### src/rtl/draw_rect_pkg.sv
// Shared types and default parameters for the rectangle position controller.
// The state encoding is visible on the debug port, so its values are fixed here.
package draw_rect_pkg;

  typedef enum logic [1:0] {
    ST_IDLE   = 2'd0,
    ST_FALL   = 2'd1,
    ST_BOTTOM = 2'd2
  } state_e;

  localparam int DEF_SCREEN_HEIGHT = 600;
  localparam int DEF_RECT_HEIGHT   = 64;
  localparam int DEF_TICK_CYCLES   = 400000;
  localparam int DEF_ACCEL         = 1;
  localparam int DEF_VMAX          = 32;

  localparam int POS_W = 12;
  localparam int VEL_W = 6;

  // The sum carries one extra bit, so a large position plus velocity clamps instead of wrapping.
  function automatic logic [POS_W-1:0] clamp_floor(input logic [POS_W:0]   v,
                                                   input logic [POS_W-1:0] floor_v);
    return (v > {1'b0, floor_v}) ? floor_v : v[POS_W-1:0];
  endfunction

endpackage

### src/rtl/sync_edge.sv
// Two-flop synchroniser for an asynchronous level, followed by a rising-edge
// detector that produces a single-cycle pulse in the pclk domain.
module sync_edge (
  input  logic pclk,
  input  logic rst,
  input  logic d_async,
  output logic rise
);

  logic sync1_q;
  logic sync2_q;
  logic prev_q;

  // NOTE: non-blocking assignments make the three flops shift as one chain;
  // blocking ones would collapse the chain into a single stage.
  always_ff @(posedge pclk or posedge rst) begin
    if (rst) begin
      sync1_q <= 1'b0;
      sync2_q <= 1'b0;
      prev_q  <= 1'b0;
    end else begin
      sync1_q <= d_async;
      sync2_q <= sync1_q;
      prev_q  <= sync2_q;
    end
  end

  assign rise = sync2_q & ~prev_q;

endmodule

### src/rtl/draw_rect_ctl.sv
// Position controller for the image: follows the mouse, drops under constant
// acceleration to the screen floor on a click, and returns on a further click.
module draw_rect_ctl
  import draw_rect_pkg::*;
#(
  parameter int SCREEN_HEIGHT = DEF_SCREEN_HEIGHT,
  parameter int RECT_HEIGHT   = DEF_RECT_HEIGHT,
  parameter int TICK_CYCLES   = DEF_TICK_CYCLES,
  parameter int ACCEL         = DEF_ACCEL,
  parameter int VMAX          = DEF_VMAX
) (
  input  logic             pclk,
  input  logic             rst,
  input  logic [POS_W-1:0] mouse_xpos,
  input  logic [POS_W-1:0] mouse_ypos,
  input  logic             mouse_left,
  output logic [POS_W-1:0] xpos,
  output logic [POS_W-1:0] ypos,
  output logic             falling,
  output logic [1:0]       state
);

  localparam logic [POS_W-1:0]  FLOOR     = POS_W'(SCREEN_HEIGHT - RECT_HEIGHT);
  localparam int                TICK_W    = (TICK_CYCLES > 1) ? $clog2(TICK_CYCLES) : 1;
  localparam logic [TICK_W-1:0] TICK_LAST = TICK_W'(TICK_CYCLES - 1);
  localparam logic [TICK_W-1:0] TICK_ONE  = TICK_W'(1);
  localparam logic [VEL_W:0]    ACCEL_V   = (VEL_W + 1)'(ACCEL);
  localparam logic [VEL_W:0]    VMAX_V    = (VEL_W + 1)'(VMAX);

  state_e             state_q, state_d;
  logic [POS_W-1:0]   xpos_q, xpos_d;
  logic [POS_W-1:0]   ypos_q, ypos_d;
  logic [VEL_W-1:0]   vel_q, vel_d;
  logic [TICK_W-1:0]  tick_q, tick_d;
  logic               falling_q;

  logic               click;
  logic               tick_wrap;
  logic [VEL_W:0]     vel_sum;
  logic [VEL_W-1:0]   vel_n;
  logic [POS_W:0]     y_sum;
  logic [POS_W-1:0]   y_next;

  sync_edge u_sync_edge (
    .pclk    (pclk),
    .rst     (rst),
    .d_async (mouse_left),
    .rise    (click)
  );

  // Physics step evaluated every cycle; only committed on the tick wrap.
  always_comb begin
    tick_wrap = (tick_q == TICK_LAST);
    vel_sum   = {1'b0, vel_q} + ACCEL_V;
    vel_n     = (vel_sum > VMAX_V) ? VMAX_V[VEL_W-1:0] : vel_sum[VEL_W-1:0];
    y_sum     = {1'b0, ypos_q} + {{(POS_W + 1 - VEL_W){1'b0}}, vel_n};
    y_next    = clamp_floor(y_sum, FLOOR);
  end

  // NOTE: every next-state signal takes its hold value first, so no path
  // through the case statement can leave one unassigned and infer a latch.
  always_comb begin
    state_d = state_q;
    xpos_d  = xpos_q;
    ypos_d  = ypos_q;
    vel_d   = vel_q;
    tick_d  = tick_q;

    case (state_q)
      ST_IDLE: begin
        xpos_d = mouse_xpos;
        ypos_d = mouse_ypos;
        if (click) begin
          state_d = ST_FALL;
          ypos_d  = clamp_floor({1'b0, mouse_ypos}, FLOOR);
          vel_d   = '0;
          tick_d  = '0;
        end
      end

      ST_FALL: begin
        if (tick_wrap) begin
          tick_d = '0;
          vel_d  = vel_n;
          ypos_d = y_next;
          if (y_next == FLOOR) begin
            state_d = ST_BOTTOM;
            vel_d   = '0;
          end
        end else begin
          tick_d = tick_q + TICK_ONE;
        end
      end

      ST_BOTTOM: begin
        tick_d = '0;
        if (click) begin
          state_d = ST_IDLE;
        end
      end

      default: begin
        state_d = ST_IDLE;
        vel_d   = '0;
        tick_d  = '0;
      end
    endcase
  end

  // falling is derived from the next state so it changes on the same edge as state.
  always_ff @(posedge pclk or posedge rst) begin
    if (rst) begin
      state_q   <= ST_IDLE;
      xpos_q    <= '0;
      ypos_q    <= '0;
      vel_q     <= '0;
      tick_q    <= '0;
      falling_q <= 1'b0;
    end else begin
      state_q   <= state_d;
      xpos_q    <= xpos_d;
      ypos_q    <= ypos_d;
      vel_q     <= vel_d;
      tick_q    <= tick_d;
      falling_q <= (state_d == ST_FALL);
    end
  end

  assign xpos    = xpos_q;
  assign ypos    = ypos_q;
  assign falling = falling_q;
  assign state   = state_q;

endmodule
### config.mk
export PLATFORM = sky130hd
export DESIGN_NAME = draw_rect_ctl
export DESIGN_NICKNAME = d
export VERILOG_FILES = /design/src/rtl/draw_rect_pkg.sv /design/src/rtl/sync_edge.sv /design/src/rtl/draw_rect_ctl.sv
export SDC_FILE = /design/constraint.sdc
export NUM_CORES = 1
export LEC_CHECK = 0
export CORE_MARGIN = 1
export CORE_UTILIZATION = 45
export DETAILED_ROUTE_END_ITERATION = 12
export PLACE_DENSITY = 0.83
export SLEW_MARGIN = 5
export SYNTH_ARGS = -nofsm -noshare
export SYNTH_HDL_FRONTEND = slang
export SYNTH_HIERARCHICAL = 1
export SYNTH_SLANG_ARGS = --single-unit
### constraint.sdc
create_clock -name pclk -period 3.51 [get_ports pclk]
set_clock_uncertainty 0.2 [all_clocks]
set_input_delay 0.702 -clock pclk [delete_from_list [all_inputs] [get_ports pclk]]
set_output_delay 0.702 -clock pclk [all_outputs]
set_load 0.02 [all_outputs]
==> flow_summary_export.csv, run 1 <==
group,metric,value,unit
outcome,status,"complete, but fails checks",
outcome,violations,"negative setup slack",
floorplan,die_x,87.4,um
sta,slew_headroom,0.376,
drt,vias_per_cell,5.79,
worst_hold_path,min_to,"u_sync_edge/sync2_q",
yosys,ys_ff_latch,55,
clocking,cts_tree,"done",
floorplan,fp.dieH,87.4,um
sta,finalHoldViolCount,0,
finish,layout-drive-gt1-share,0.297,
critical_path,rr_endpoint,"ypos[8]",
sta,setup_slack,-0.162,ns
critical_path,cp-end-kind,"register",
sta,period_minus_slack,3.67,ns
sta,finalMaxSlewViolations,0,
critical_path,path_max_fanout,4,
critical_path,worstPathRequired,3.52,ns
sta,setup_violations,18,
drt,dr.pass1.iters,5,
yosys,synthTopCellsByArea,"dfrtp_1 42%, nor2_1 5.1%, nand2_1 4.3%",
placement,dpl.hpwl,6.41,mm
placement,dp.cells,519,
finish,fin_nets,480,
clocking,cts_made_buffers,5,
finish,seqCellArea,1380,um2
finish,diodes,0,
yosys,yosysTopAreaCell,"dfrtp_1",
grt,use_met2,0.428,
critical_path,timing.rr.start,"vel_q[0]",
critical_path,path_class,"reg2reg",
placement,place_congestion,0.977,
finish,final_core_utilization,0.674,
yosys,syn_nets,391,
floorplan,start_util,0.475,
yosys,ys.flop_type,"dfrtp_1",
clocking,cts_max_level,2,
yosys,synth-edff-count,0,
drt,num_vias,3127,
yosys,ys_async_sr_fraction,1.00,
critical_path,r2r_cells,15,
grt,top_usage_layer,"met2",
yosys,synthCells,354,
worst_hold_path,min_path_type,"reg2reg",
drt,ant_nets,0,
clocking,cts_buffer_depth,2,
yosys,syn_area_per_cell,9.27,um2
clocking,cts_num_sinks,55,
sta,tns,-1.73,ns
grt,grt_max_degree,32,
drt,drc_errors,0,
clocking,postCtsHoldBufs,0,
critical_path,crit_path_start_kind,"register",
sta,grt_setup_unrepaired,"yes",
pwr,power.total,3.29,mW
grt,antenna_found_initial,0,
pwr,irDropWorstVdd,288,uV
finish,areaGrowthSynthToFinish,41.9,%
grt,grt_pass1_vias,3124,
drt,drt_iter0_markers,199,
critical_path,cp.arrival,3.68,ns
sta,post-route-period-util,1.05,
yosys,synth-seq-area-share,0.419,
drt,wl_per_cell,17.1,um
floorplan,io_pins,54,
grt,grt_usage,0.241,
pwr,power.density,706,nW/um2
drt,wl,9.25,mm
floorplan,num_rows,30,
yosys,yosys.cell_types.count,63,
critical_path,r2r_setup_slack,-0.16,ns
floorplan,coreArea,6910,um2
pwr,leakage,1.89,nW
run,cap_viol_max_count,0,
clocking,clock_latency,0.32,ns
clocking,path_clk_slew,0.11,ns
floorplan,die-area,7640,um2
worst_hold_path,worstHoldStart,"u_sync_edge/sync1_q",
worst_hold_path,whs_path_depth,0,
placement,io_buffers,53,
grt,grt_util_met1,0.295,
grt,grt_overflow,0,
yosys,synth_top_area_share,0.419,
yosys,syn_area,3280,um2
finish,final-instance-count-excl-fill,540,
finish,fill_cells,536,
grt,grt_pass1_wl,14.4,mm
clocking,cts_root_buffer,"clkbuf_8",
yosys,yosys_warnings,6,
grt,grtUsageMet3,0.0436,
finish,multiInputGateArea,2160,um2
sta,fmax,272,MHz
sta,worst_pin_slew,0.932,ns
==> worst max-delay path: stages, from the launching register on <==
cell and delay, ns:
dfrtp_2 0.46, ha_2 0.20, a31oi_1 0.18, a21oi_1 0.11, or3_4 0.41, nor2b_4 0.15
ha_4 0.29, nand2b_4 0.06, buf_4 0.14, a211oi_4 0.25, buf_4 0.17, nor4b_4 0.05
o31ai_4 0.39, nand2_2 0.16, a31oi_1 0.24, o21ai_1 0.08
==> registers in the layout, indices dropped and copies added, names as in the netlist <==
register	count
state	2
falling	1
u_sync_edge/sync1_q	1
ypos	12
u_sync_edge/sync2_q	1
vel_q	6
tick_q	19
xpos	12
u_sync_edge/prev_q	1
==> kinds of logic (layout without fill, tap and decap cells) <==
group	Yosys count	in the layout	share of synthesized area
flops	55	55	0.419
mux	14	14	0.0488
buf+inv	26	116	0.0320
fa+ha+maj	10	10	0.0404
xor+xnor	16	16	0.0484
simple gates	147	147	0.220
compound gates	86	86	0.191
==> how the worst max path moves through the flow <==
stage | cells past startpoint | startpoint | end
6_report | 15 | vel_q[0] | ypos[8]
2_1_floorplan | 14 | vel_q[0] | ypos[8]
4_1_cts | 13 | vel_q[1] | ypos[0]
3_5_place_dp | 14 | vel_q[0] | ypos[1]
3_3_place_gp | 14 | vel_q[2] | ypos[0]
5_1_grt | 15 | vel_q[1] | ypos[8]
==> layer usage <==
metal	share of wire	vias up
met5	0	-
met4	0.029	0
met3	0.048	27
met2	0.52	119
met1	0.41	1524
li1	-	1457
==> what timing repair did <==
| action | CTS | global route |
|---|---|---|
| setup endpoints to repair | 19 | 19 |
| pin swaps | 20 | 27 |
| hold endpoints to repair | 0 | 0 |
| gates resized for setup | 37 | 35 |
| setup buffers | 4 | 10 |
==> stage by stage <==
step                      area [um2]  hold WS (ns)  setup WS, ns
after floorplan                 3290         0.131      0.000679
after global placement          4090         0.141       -0.0893
after CTS                       4420         0.163       0.00335
after global routing            4660         0.178        -0.250
after detailed placement        4090         0.142        -0.268
final                           4660         0.158        -0.162
==> layout make-up <==
type	count	area share
Multi-Input combinational cell	273	0.464
Sequential cell	55	0.296
Timing Repair Buffer	93	0.182
Tap cell	96	0.0258
Clock buffer	5	0.0148
Inverter	15	0.0121
Clock inverter	3	0.00510
==> cell usage in the layout, fill, tap and decap left out, types with 8 or more instances in the layout <==
cell	netlist	final
dfrtp_1	55	52
o21ai_1	8	8
a31oi_1	9	8
nand3_1	11	9
nand2_1	38	33
nor3_1	12	9
buf_4	0	36
clkdlybuf4s50_1	0	53
nor2_1	45	41
mux2_2	12	12
inv_1	15	13
o21ai_0	19	17
==> synthesized netlist by cell type (4+ instances only) <==
master,n
xnor2_1,7
a31oi_1,9
clkbuf_1,10
and3_1,6
a21oi_1,10
ha_1,9
o21ai_0,19
nor2_1,45
nor3_1,12
o21ai_1,8
a22o_1,4
mux2_2,12
nand3_1,11
nand4_1,7
a21o_1,4
dfrtp_1,55
xor2_1,8
nor2b_1,4
inv_1,15
nand2_1,38
==> report_power, final <==
part | internal, mW | switching (mW) | total, mW
clock network | 0.144 | 0.218 | 0.363
registers | 0.801 | 0.217 | 1.02
logic | 0.878 | 1.03 | 1.91
total | 1.82 | 1.46 | 3.29
Power figures use the tool's default switching activity.
==> run 2, diff against run 1 <==
--- a/config.mk
+++ b/config.mk
@@ -8,7 +8,7 @@
 export CORE_MARGIN = 1
 export CORE_UTILIZATION = 45
 export DETAILED_ROUTE_END_ITERATION = 12
-export PLACE_DENSITY = 0.83
+export PLACE_DENSITY = 0.8
 export SLEW_MARGIN = 5
 export SYNTH_ARGS = -nofsm -noshare
 export SYNTH_HDL_FRONTEND = slang
==> constraint.sdc (replaced) <==
create_clock -name pclk -period 4.7 [get_ports pclk]
set_clock_uncertainty 0.2 [all_clocks]
set_input_delay 0.94 -clock pclk [delete_from_list [all_inputs] [get_ports pclk]]
set_output_delay 0.94 -clock pclk [all_outputs]
set_load 0.02 [all_outputs]
==> run 2 against run 1 <==
- the run now ends clean
- first-iteration DRC count fell by 32%
- setup slack improved by 0.81 ns
- die area did not move
- sequential power fell by 27%
- hold slack got worse by 0.0085 ns
- clock-buffer cell count rose by 1
- utilization fell by 9.5 points
- critical path depth fell by 1
- design area fell by 14%
- routed wire length fell by 15%
- global-route usage fell by 2.1 points
- maximum frequency fell by 9.3%
- critical path type unchanged
==> flow_summary_export.csv, run 2 (synthesis results as in run 1) <==
group,metric,value,unit
outcome,status,"finished clean",
critical_path,cp.arrival,4.05,ns
sta,tns,0,ns
grt,antenna_found_initial,0,
finish,layout-drive-gt1-share,0.104,
sta,grt_setup_unrepaired,"no",
clocking,cts_made_buffers,5,
drt,wl,7.83,mm
clocking,cts.repair.resized,0,
drt,vias_per_cell,5.75,
pwr,sw_frac_of_total,0.430,
drt,wl_per_cell,15.6,um
grt,grt_max_degree,53,
clocking,cts_tree,"done",
grt,grt_usage,0.221,
sta,period_minus_slack,4.05,ns
critical_path,max_stage_delay,0.46,ns
floorplan,num_rows,30,
placement,dpl.hpwl,5.89,mm
grt,grt_overflow,0,
sta,finalMaxSlewViolations,0,
clocking,cts_num_sinks,55,
floorplan,fp.dieH,87.4,um
floorplan,coreArea,6910,um2
critical_path,path_max_fanout,6,
worst_hold_path,min_path_type,"reg2reg",
pwr,p_int,1.24,mW
critical_path,path_buf_inv,0,
drt,drt_iter0_markers,135,
grt,grt_pass1_wl,13.1,mm
drt,ant_nets,0,
sta,post-route-period-util,0.861,
clocking,post_cts_buffers,0,
pwr,clkPwrFrac,0.146,
finish,largest_reg_flops,19,
sta,finalHoldViolCount,0,
sta,fin_hold_ws,0.149,ns
clocking,postCtsHoldBufs,0,
floorplan,die-area,7640,um2
pwr,pwr-share-comb,0.514,
grt,grt_pass1_vias,2789,
pwr,power_frac_seq,0.341,
sta,worst_pin_slew,1.08,ns
critical_path,cpMostUsedCell,"nand2_1",
placement,place_congestion,0.890,
critical_path,cp_top_family,"compound AO/OA/AOI/OAI gates",
floorplan,die_x,87.4,um
drt,num_vias,2880,
finish,fin_nets,441,
run,cap_viol_max_count,0,
finish,stdcell_area,4000,um2
drt,dr.pass1.iters,4,
finish,largest-register,"tick_q",
finish,final_cell_mix,"55 x dfrtp_1, 53 x clkdlybuf4s50_1, 45 x nor2_1, 38 x nand2_1, 19 x o21ai_0",
clocking,path_clk_slew,0.10,ns
clocking,clock_latency,0.31,ns
sta,slew_headroom,0.276,
finish,areaGrowthSynthToFinish,22.0,%
critical_path,crit_path_start_kind,"register",
placement,io_buffers,53,
pwr,leakage,1.65,nW
floorplan,io_pins,54,
critical_path,cp-end-kind,"register",
clocking,cts_max_level,2,
placement,place_area,3890,um2
pwr,power.total,2.18,mW
finish,final_common_cell,"dfrtp_1",
floorplan,start_util,0.475,
critical_path,cp_cell_sequence,"ha_1 -> xnor2_1 -> nand4b_1 -> a21oi_1 -> or3_1 -> nand2_1 -> fa_1 -> nand2b_1 -> a211o_1 -> a21oi_2 -> mux2_4 -> nor2_1 -> nand2_1 -> o311ai_1",
critical_path,worstPathRequired,4.70,ns
clocking,cts_buffer_depth,2,
critical_path,crit_path_top_delay_cell,"dfrtp_1",
sta,setup_violations,0,
critical_path,path_class,"reg2reg",
finish,diodes,0,
pwr,p_sw,0.935,mW
drt,drc_errors,0,
finish,fill_cells,630,
sta,fmax,247,MHz
clocking,cts_root_buffer,"clkbuf_8",
pwr,power.density,544,nW/um2
pwr,irDropWorstVdd,275,uV
[run 2: worst register-to-register path: stages (launching register included)]
cell,delay [ns]
dfrtp_1,0.46
ha_1,0.31
xnor2_1,0.21
nand4b_1,0.12
a21oi_1,0.14
or3_1,0.18
nand2_1,0.13
fa_1,0.44
nand2b_1,0.21
a211o_1,0.36
a21oi_2,0.21
mux2_4,0.37
nor2_1,0.22
nand2_1,0.11
o311ai_1,0.27
[run 2: layout make-up]
class | instances | area (um2) | share of cell area
multi-input combinational | 273 | 1800 | 0.450
sequential | 55 | 1380 | 0.344
timing repair buffer | 54 | 538 | 0.134
tap | 96 | 120 | 0.0300
clock buffer | 6 | 72.6 | 0.0181
inverter | 15 | 56.3 | 0.0141
clock inverter | 2 | 38.8 | 0.00969
[run 2: path summary, 6_finish.rpt]
kind	to	slack, ns	cells after the start	startpoint
min in group asynchronous	u_sync_edge/sync2_q	0.63	2	rst
worst min register to register	u_sync_edge/sync2_q	0.15	0	u_sync_edge/sync1_q
worst min-delay path	u_sync_edge/sync2_q	0.15	0	u_sync_edge/sync1_q
worst max register to register	ypos[2]	0.65	14	vel_q[0]
max in group asynchronous	tick_q[4]	2.57	2	rst
worst max-delay path	ypos[2]	0.65	14	vel_q[0]
[run 2: power by group through the flow]
stage	registers (mW)	logic, mW	clock network, mW
5_1_grt	0.762	1.20	0.345
6_report	0.741	1.12	0.317
3_5_place_dp	0.750	1.11	0
4_1_cts	0.739	1.12	0.324
3_3_place_gp	0.741	1.09	0
2_1_floorplan	0.842	0.609	0
[run 2: routing by layer]
layer  vias up  wire length (um)  global-route usage
met5         -                 0                   0
met4         0               133              0.0790
met3        12               341              0.0360
met2        76              3890               0.361
met1      1419              3470               0.296
li1       1373                 -                   -
[run 2: per-stage QoR]
| stage | setup slack [ns] | util | instances |
|---|---|---|---|
| CTS | 0.714 | 0.580 | 501 |
| floorplan | 1.13 | - | 354 |
| global placement | 0.910 | 0.563 | 493 |
| finish | 0.651 | 0.580 | 501 |
| global route | 0.392 | 0.580 | 501 |
| detailed placement | 0.745 | 0.563 | 493 |
